--- src/rtl/game_pkg.sv ---
// Shared game constants: state encodings, key/switch box origins, box size,
// and the near-box test used by the interaction logic.
package game_pkg;

    localparam logic [3:0] ST_TITLE  = 4'd0;
    localparam logic [3:0] ST_STAGE1 = 4'd1;
    localparam logic [3:0] ST_STAGE2 = 4'd2;
    localparam logic [3:0] ST_STAGE3 = 4'd3;
    localparam logic [3:0] ST_CLEAR1 = 4'd4;
    localparam logic [3:0] ST_CLEAR2 = 4'd5;
    localparam logic [3:0] ST_CLEAR3 = 4'd6;
    localparam logic [3:0] ST_WIN    = 4'd7;
    localparam logic [3:0] ST_FAIL   = 4'd8;

    localparam logic [9:0] BOX_SIZE = 10'd10;

    localparam logic [9:0] KEY0_X = 10'd70;
    localparam logic [9:0] KEY0_Y = 10'd40;
    localparam logic [9:0] KEY1_X = 10'd235;
    localparam logic [9:0] KEY1_Y = 10'd40;
    localparam logic [9:0] KEY2_X = 10'd215;
    localparam logic [9:0] KEY2_Y = 10'd220;
    localparam logic [9:0] SW_X   = 10'd70;
    localparam logic [9:0] SW_Y   = 10'd220;

    function automatic logic [9:0] key_x(input logic [1:0] idx);
        case (idx)
            2'd0:    return KEY0_X;
            2'd1:    return KEY1_X;
            2'd2:    return KEY2_X;
            default: return 10'd0;
        endcase
    endfunction

    function automatic logic [9:0] key_y(input logic [1:0] idx);
        case (idx)
            2'd0:    return KEY0_Y;
            2'd1:    return KEY1_Y;
            2'd2:    return KEY2_Y;
            default: return 10'd0;
        endcase
    endfunction

    // Low bound clamps at 0 so boxes near the screen edge stay reachable.
    function automatic logic near_box(input logic [9:0] px, input logic [9:0] py,
                                      input logic [9:0] ox, input logic [9:0] oy,
                                      input logic [9:0] margin);
        logic [9:0] lo_x;
        logic [9:0] lo_y;
        lo_x = (ox >= margin) ? ox - margin : 10'd0;
        lo_y = (oy >= margin) ? oy - margin : 10'd0;
        return (px >= lo_x) && (px < ox + BOX_SIZE + margin) &&
               (py >= lo_y) && (py < oy + BOX_SIZE + margin);
    endfunction

endpackage

--- src/rtl/light_timer.sv ---
// Loadable 8-bit frame down-counter; expire pulses for one cycle after the
// count steps from 1 to 0. Clear has priority over load, load over stepping.
module light_timer #(
    parameter logic [7:0] LOAD_VAL = 8'd180
) (
    input  logic clk,
    input  logic rst,
    input  logic frame_tick,
    input  logic load,
    input  logic clear,
    output logic expire
);

    logic [7:0] count_q, count_d;
    logic       expire_q, expire_d;

    always_comb begin
        count_d  = count_q;
        expire_d = 1'b0;
        if (clear) begin
            count_d = 8'd0;
        end else if (load) begin
            count_d = LOAD_VAL;
        end else if (frame_tick && count_q != 8'd0) begin
            count_d  = count_q - 8'd1;
            expire_d = (count_q == 8'd1);
        end
    end

    always_ff @(posedge clk or posedge rst) begin
        if (rst) begin
            count_q  <= 8'd0;
            expire_q <= 1'b0;
        end else begin
            count_q  <= count_d;
            expire_q <= expire_d;
        end
    end

    assign expire = expire_q;

endmodule

--- src/rtl/key_light_ctrl.sv ---
// Key progress and stage-2 lighting control. Define LIGHT_TIMER_EN for a
// one-shot timed light; otherwise the switch toggles the light.
module key_light_ctrl
    import game_pkg::*;
#(
    parameter int LIGHT_FRAMES = 180,
    parameter int MARGIN       = 8
) (
    input  logic       clk,
    input  logic       rst,
    input  logic [3:0] state,
    input  logic [8:0] player_x,
    input  logic [8:0] player_y,
    input  logic       interact,
    input  logic       frame_tick,
    output logic [1:0] key_find,
    output logic       isDark,
    output logic       pickup,
    output logic       stage_clear
);

    localparam logic [9:0] MARGIN_V = 10'(MARGIN);

    logic [3:0] prev_state_q;
    logic [1:0] key_find_q, key_find_d;
    logic       is_dark_q, is_dark_d;
    logic       pickup_q, pickup_d;
    logic       stage_clear_q, stage_clear_d;

    logic       state_chg, active, in_stage2;
    logic       near_key, near_sw, key_ok, sw_hit;
    logic [9:0] px, py;

`ifdef LIGHT_TIMER_EN
    logic timer_load, timer_clear, timer_expire;

    light_timer #(
        .LOAD_VAL(8'(LIGHT_FRAMES))
    ) u_light_timer (
        .clk       (clk),
        .rst       (rst),
        .frame_tick(frame_tick),
        .load      (timer_load),
        .clear     (timer_clear),
        .expire    (timer_expire)
    );
`else
    logic unused_cfg;
    assign unused_cfg = frame_tick | (LIGHT_FRAMES == 0);
`endif

    assign px        = {1'b0, player_x};
    assign py        = {1'b0, player_y};
    assign state_chg = (state != prev_state_q);
    assign in_stage2 = (state == ST_STAGE2);
    assign active    = (state == ST_STAGE1) || in_stage2 || (state == ST_STAGE3);
    assign near_key  = near_box(px, py, key_x(key_find_q), key_y(key_find_q), MARGIN_V);
    assign near_sw   = near_box(px, py, SW_X, SW_Y, MARGIN_V);

    // Key0 in stage 2 needs the light on; later keys can be found in the dark.
    assign key_ok = active && interact && !state_chg && (key_find_q != 2'd3) &&
                    near_key && (!in_stage2 || !is_dark_q || key_find_q != 2'd0);
    assign sw_hit = in_stage2 && interact && !state_chg && !key_ok && near_sw;

    always_comb begin
        key_find_d    = key_find_q;
        is_dark_d     = is_dark_q;
        pickup_d      = 1'b0;
        stage_clear_d = 1'b0;
`ifdef LIGHT_TIMER_EN
        timer_load    = 1'b0;
        timer_clear   = 1'b0;
`endif
        if (state_chg) begin
            key_find_d = 2'd0;
            is_dark_d  = in_stage2;
`ifdef LIGHT_TIMER_EN
            timer_clear = 1'b1;
`endif
        end else begin
            if (key_ok) begin
                key_find_d    = key_find_q + 2'd1;
                pickup_d      = 1'b1;
                stage_clear_d = (key_find_q == 2'd2);
            end
            if (!in_stage2) begin
                is_dark_d = 1'b0;
            end else if (sw_hit) begin
`ifdef LIGHT_TIMER_EN
                is_dark_d  = 1'b0;
                timer_load = 1'b1;
`else
                is_dark_d  = !is_dark_q;
`endif
            end
`ifdef LIGHT_TIMER_EN
            else if (timer_expire) begin
                is_dark_d = 1'b1;
            end
`endif
        end
    end

    always_ff @(posedge clk or posedge rst) begin
        if (rst) begin
            prev_state_q  <= ST_TITLE;
            key_find_q    <= 2'd0;
            is_dark_q     <= 1'b0;
            pickup_q      <= 1'b0;
            stage_clear_q <= 1'b0;
        end else begin
            prev_state_q  <= state;
            key_find_q    <= key_find_d;
            is_dark_q     <= is_dark_d;
            pickup_q      <= pickup_d;
            stage_clear_q <= stage_clear_d;
        end
    end

    assign key_find    = key_find_q;
    assign isDark      = is_dark_q;
    assign pickup      = pickup_q;
    assign stage_clear = stage_clear_q;

endmodule

--- config.mk ---
export PLATFORM = sky130hd
export DESIGN_NAME = key_light_ctrl
export DESIGN_NICKNAME = d
export VERILOG_FILES = /design/src/rtl/game_pkg.sv /design/src/rtl/light_timer.sv /design/src/rtl/key_light_ctrl.sv
export SDC_FILE = /design/constraint.sdc
export NUM_CORES = 1
export LEC_CHECK = 0
export ABC_CLOCK_PERIOD_IN_PS = 2850
export BUFFER_PORTS_ARGS = -buffer_cell sky130_fd_sc_hd__buf_2
export CORE_ASPECT_RATIO = 1.5
export CORE_MARGIN = 10
export CORE_UTILIZATION = 54
export CTS_CLUSTER_SIZE = 20
export DETAILED_ROUTE_END_ITERATION = 12
export PLACE_DENSITY = 0.8
export SLEW_MARGIN = 20
export SYNTH_ARGS = -nofsm -noshare
export SYNTH_HDL_FRONTEND = slang
export SYNTH_SLANG_ARGS = --single-unit
export TNS_END_PERCENT = 30
--- constraint.sdc ---
create_clock -name clk -period 2.85 [get_ports clk]
set_input_delay 0.57 -clock clk [delete_from_list [all_inputs] [get_ports clk]]
set_output_delay 0.57 -clock clk [all_outputs]
set_load 0.01 [all_outputs]
==> run_results.csv <==
group,metric,value,unit
synth,yosys_register_bits,9,
floorplanning,die_height,80.5,µm
synth,synth_top_family_by_area,"adder cells",
hold_path,hold_path_class,"input port to asynchronous set/reset pin",
cells_and_area,final_cell_area,1550,µm²
clock_network,total_number_of_h_tree_levels,1,
sta,fmax,0.379,GHz
clock_network,worstSkewPairLatency,0.27,ns
setup_path,timing_worst_setup_path_type,"flop to flop",
synth,ys_dominant_reg_cell,"dfrtp_1",
sta,final_max_slew_viol_count,0,
cells_and_area,post_route_cells_drive_above_1_share,23.3,%
synth,yosys-mux-area-fraction,1.52,%
routing,drc,0,
grt,grt_remaining_overflow,0,
setup_path,crit_path_max_fanout,8,
synth,synth_simple_gate_area_share,20.0,%
grt,grt_usage,13.4,%
grt,grt_pass1_wl,5.29,mm
synth,synth_adder_area_share,37.0,%
floorplanning,die_w,60.4,µm
placement,gp_routability_congestion,0.858,
routing,routed-via-count,1195,
setup_path,worst-endpoint-arrival,2.80,ns
sta,timing.hold.ws,0.244,ns
sta,hold_violations_final,0,
setup_path,critPathRequiredTime,3.01,ns
floorplanning,floorplan.core_area,2290,µm²
cells_and_area,final-instance-count-excl-fill,203,
outcome,status,"complete, no violations",
routing,drt_first_iter_violations,24,
power,p_leak,0.796,nW
floorplanning,boundaryPins,31,
cells_and_area,design.final.nets,246,
cells_and_area,mostFrequentLayoutCells,"ha_1, buf_2, inv_1, a21oi_1, dfrtp_1",
clock_network,cts-hold-fix-buffers,0,
setup_path,cp-start-kind,"flop",
clock_network,clock_tree_from_tritoncts,"done",
clock_network,cts.reportedPaths.clkPinSlew,0.06,ns
floorplanning,dieArea,4860,µm²
sta,clock-skew-final,0.00256,ns
routing,routed_via_density,5.89,
placement,post_dp_cell_area,1520,µm²
synth,synth_cell_types,40,
synth,yosysSeqAreaShare,17.1,%
synth,ys_warn_count,0,
routing,first_pass_iters,4,
synth,syn_area_per_cell,9.22,µm²
cells_and_area,antenna_cells,0,
routing,drt_wl_total,3.23,mm
grt,number_of_global_route_vias_before_repair,1309,
power,fin_total_pwr,334,µW
clock_network,numCtsBuffers,3,
routing,route.detailed.wl_per_inst,15.9,µm
cells_and_area,relative_area_change_from_synthesis_to_final_layout,17.4,%
synth,synthesized_area_fraction_occupied_by_ao_oa_aoi_and_oai_cells,17.2,%
clock_network,clock_tree.root_cell,"clkbuf_4",
grt,grt_max_degree,10,
synth,synth_xor_area_share,2.66,%
floorplanning,num_rows,21,
synth,number_of_instances_in_the_synthesized_netlist,143,
clock_network,number_of_clock_sinks_seen_by_cts,9,
synth,synth-edff-count,0,
sta,timing.final.crit_share,92.6,%
floorplanning,initial_utilization,57.7,%
clock_network,clk_path_buf_depth,2,
placement,numPortBuffers,29,
setup_path,cp-end-kind,"flop",
setup_path,crit_path_start,"key_find[0]",
sta,finalSetupViolations,0,
power,irDropWorstVdd,0.000124,V
flow_run,max_cap_violations,0,
routing,number_of_nets_with_antenna_violations_after_detailed_routing,0,
sta,timing.final.crit_period,2.64,ns
power,cellPowerDensity,216,nW/µm²
synth,async_reset_ff_share,100,%
setup_path,r2r-start,"key_find[0]",
placement,dpl.cell_count,199,
synth,synthesis.area,1320,µm²
grt,number_of_antenna_violations_at_the_first_check_in_global_routing,0,
cells_and_area,final_common_cell,"ha_1",
placement,dpl.hpwl,2.87,mm
-- layout make-up --
class / count / area, µm²
inverters: 13 / 48.8
flip-flops and latches: 9 / 228
well taps: 23 / 28.8
multi-input cells: 122 / 1050
fillers: 195 / 738
clock buffers: 4 / 26.3
repair buffers: 32 / 168
-- critical path, cell delays in order, from the launching register on --
cell,delay (ns)
dfrtp_2,0.47
inv_1,0.13
ha_1,0.23
inv_1,0.09
nor3_1,0.17
o21ai_0,0.10
ha_1,0.31
nand3_1,0.10
o31ai_1,0.40
nor3_2,0.09
and4b_2,0.26
and2_1,0.17
-- stage by stage --
stage / utilization [%] / setup slack (ns) / setup TNS [ns]
final: 67.7 / 0.212 / 0
after global routing: 67.7 / -0.00957 / -0.00957
after CTS: 67.4 / 0.0998 / 0
after detailed placement: 66.3 / 0.108 / 0
after global placement: 66.3 / 0.163 / 0
after floorplan: - / 0.281 / 0
-- logic make-up (layout without fill, tap and decap cells) --
logic type,Yosys count,count (layout)
and+or+nand+nor,41,41
buffers and inverters,14,49
xor gates and xnor gates,4,4
muxes,2,2
AOI/OAI and AO/OA,33,33
DFF,9,9
other,1,3
adders and majority gates,39,39
-- power by group --
part	internal [mW]	leakage (nW)	switching, mW	total [mW]
registers	0.131	0.113	0.00190	0.133
clock network	0.0541	0.0150	0.0473	0.101
logic	0.0452	0.668	0.0548	0.100
total	0.230	0.796	0.104	0.334
-- synthesized netlist by cell type (all sizes together) (2+ instances only) --
library cell	n	share of area [%]
mux2i	2	1.5
nor3	3	1.5
a21o	4	2.3
a32oi	2	1.3
xor2	4	2.7
nor4	3	2.6
nor4b	2	1.3
nand2	6	1.7
nor2	3	0.85
nand2b	3	1.4
nor2b	4	1.9
nand3	6	2.3
nand4	2	0.95
and4b	2	1.5
or3	2	0.95
ha	39	37
o21ai	6	2.3
dfrtp	9	17
o211ai	2	1.1
inv	13	3.7
a21oi	9	3.4
-- what timing repair did --
| action | 4_1_cts | 5_1_grt |
|---|---|---|
| gates resized for setup | 0 | 5 |
| endpoints found under the setup margin | 0 | 4 |
| buffers inserted | 0 | 0 |
-- state kept, by name, indices dropped and copies added (netlist names) --
name,flops
pickup,1
isDark,1
prev_state_q,4
key_find,2
stage_clear,1
-- worst paths after layout --
path                                   end  slack (ns)  depth (start not counted)
max in group asynchronous      key_find[0]        2.34                          2
min in group clk           prev_state_q[1]        0.46                          1
setup reg to reg               stage_clear        0.21                         11
hold / removal                 stage_clear        0.24                          2
hold reg to reg                key_find[0]        0.60                          1
setup / recovery               stage_clear        0.21                         11
-- metal layers --
metal | global-route usage, % | vias to the layer above | wire length (µm)
met1 | 13.1 | 558 | 1200
li1 | - | 605 | -
met4 | 4.73 | 0 | 42
met5 | 0 | - | 0
met3 | 3.62 | 6 | 201
met2 | 25.3 | 26 | 1790
Note: power is estimated with default switching activity, not from simulation.
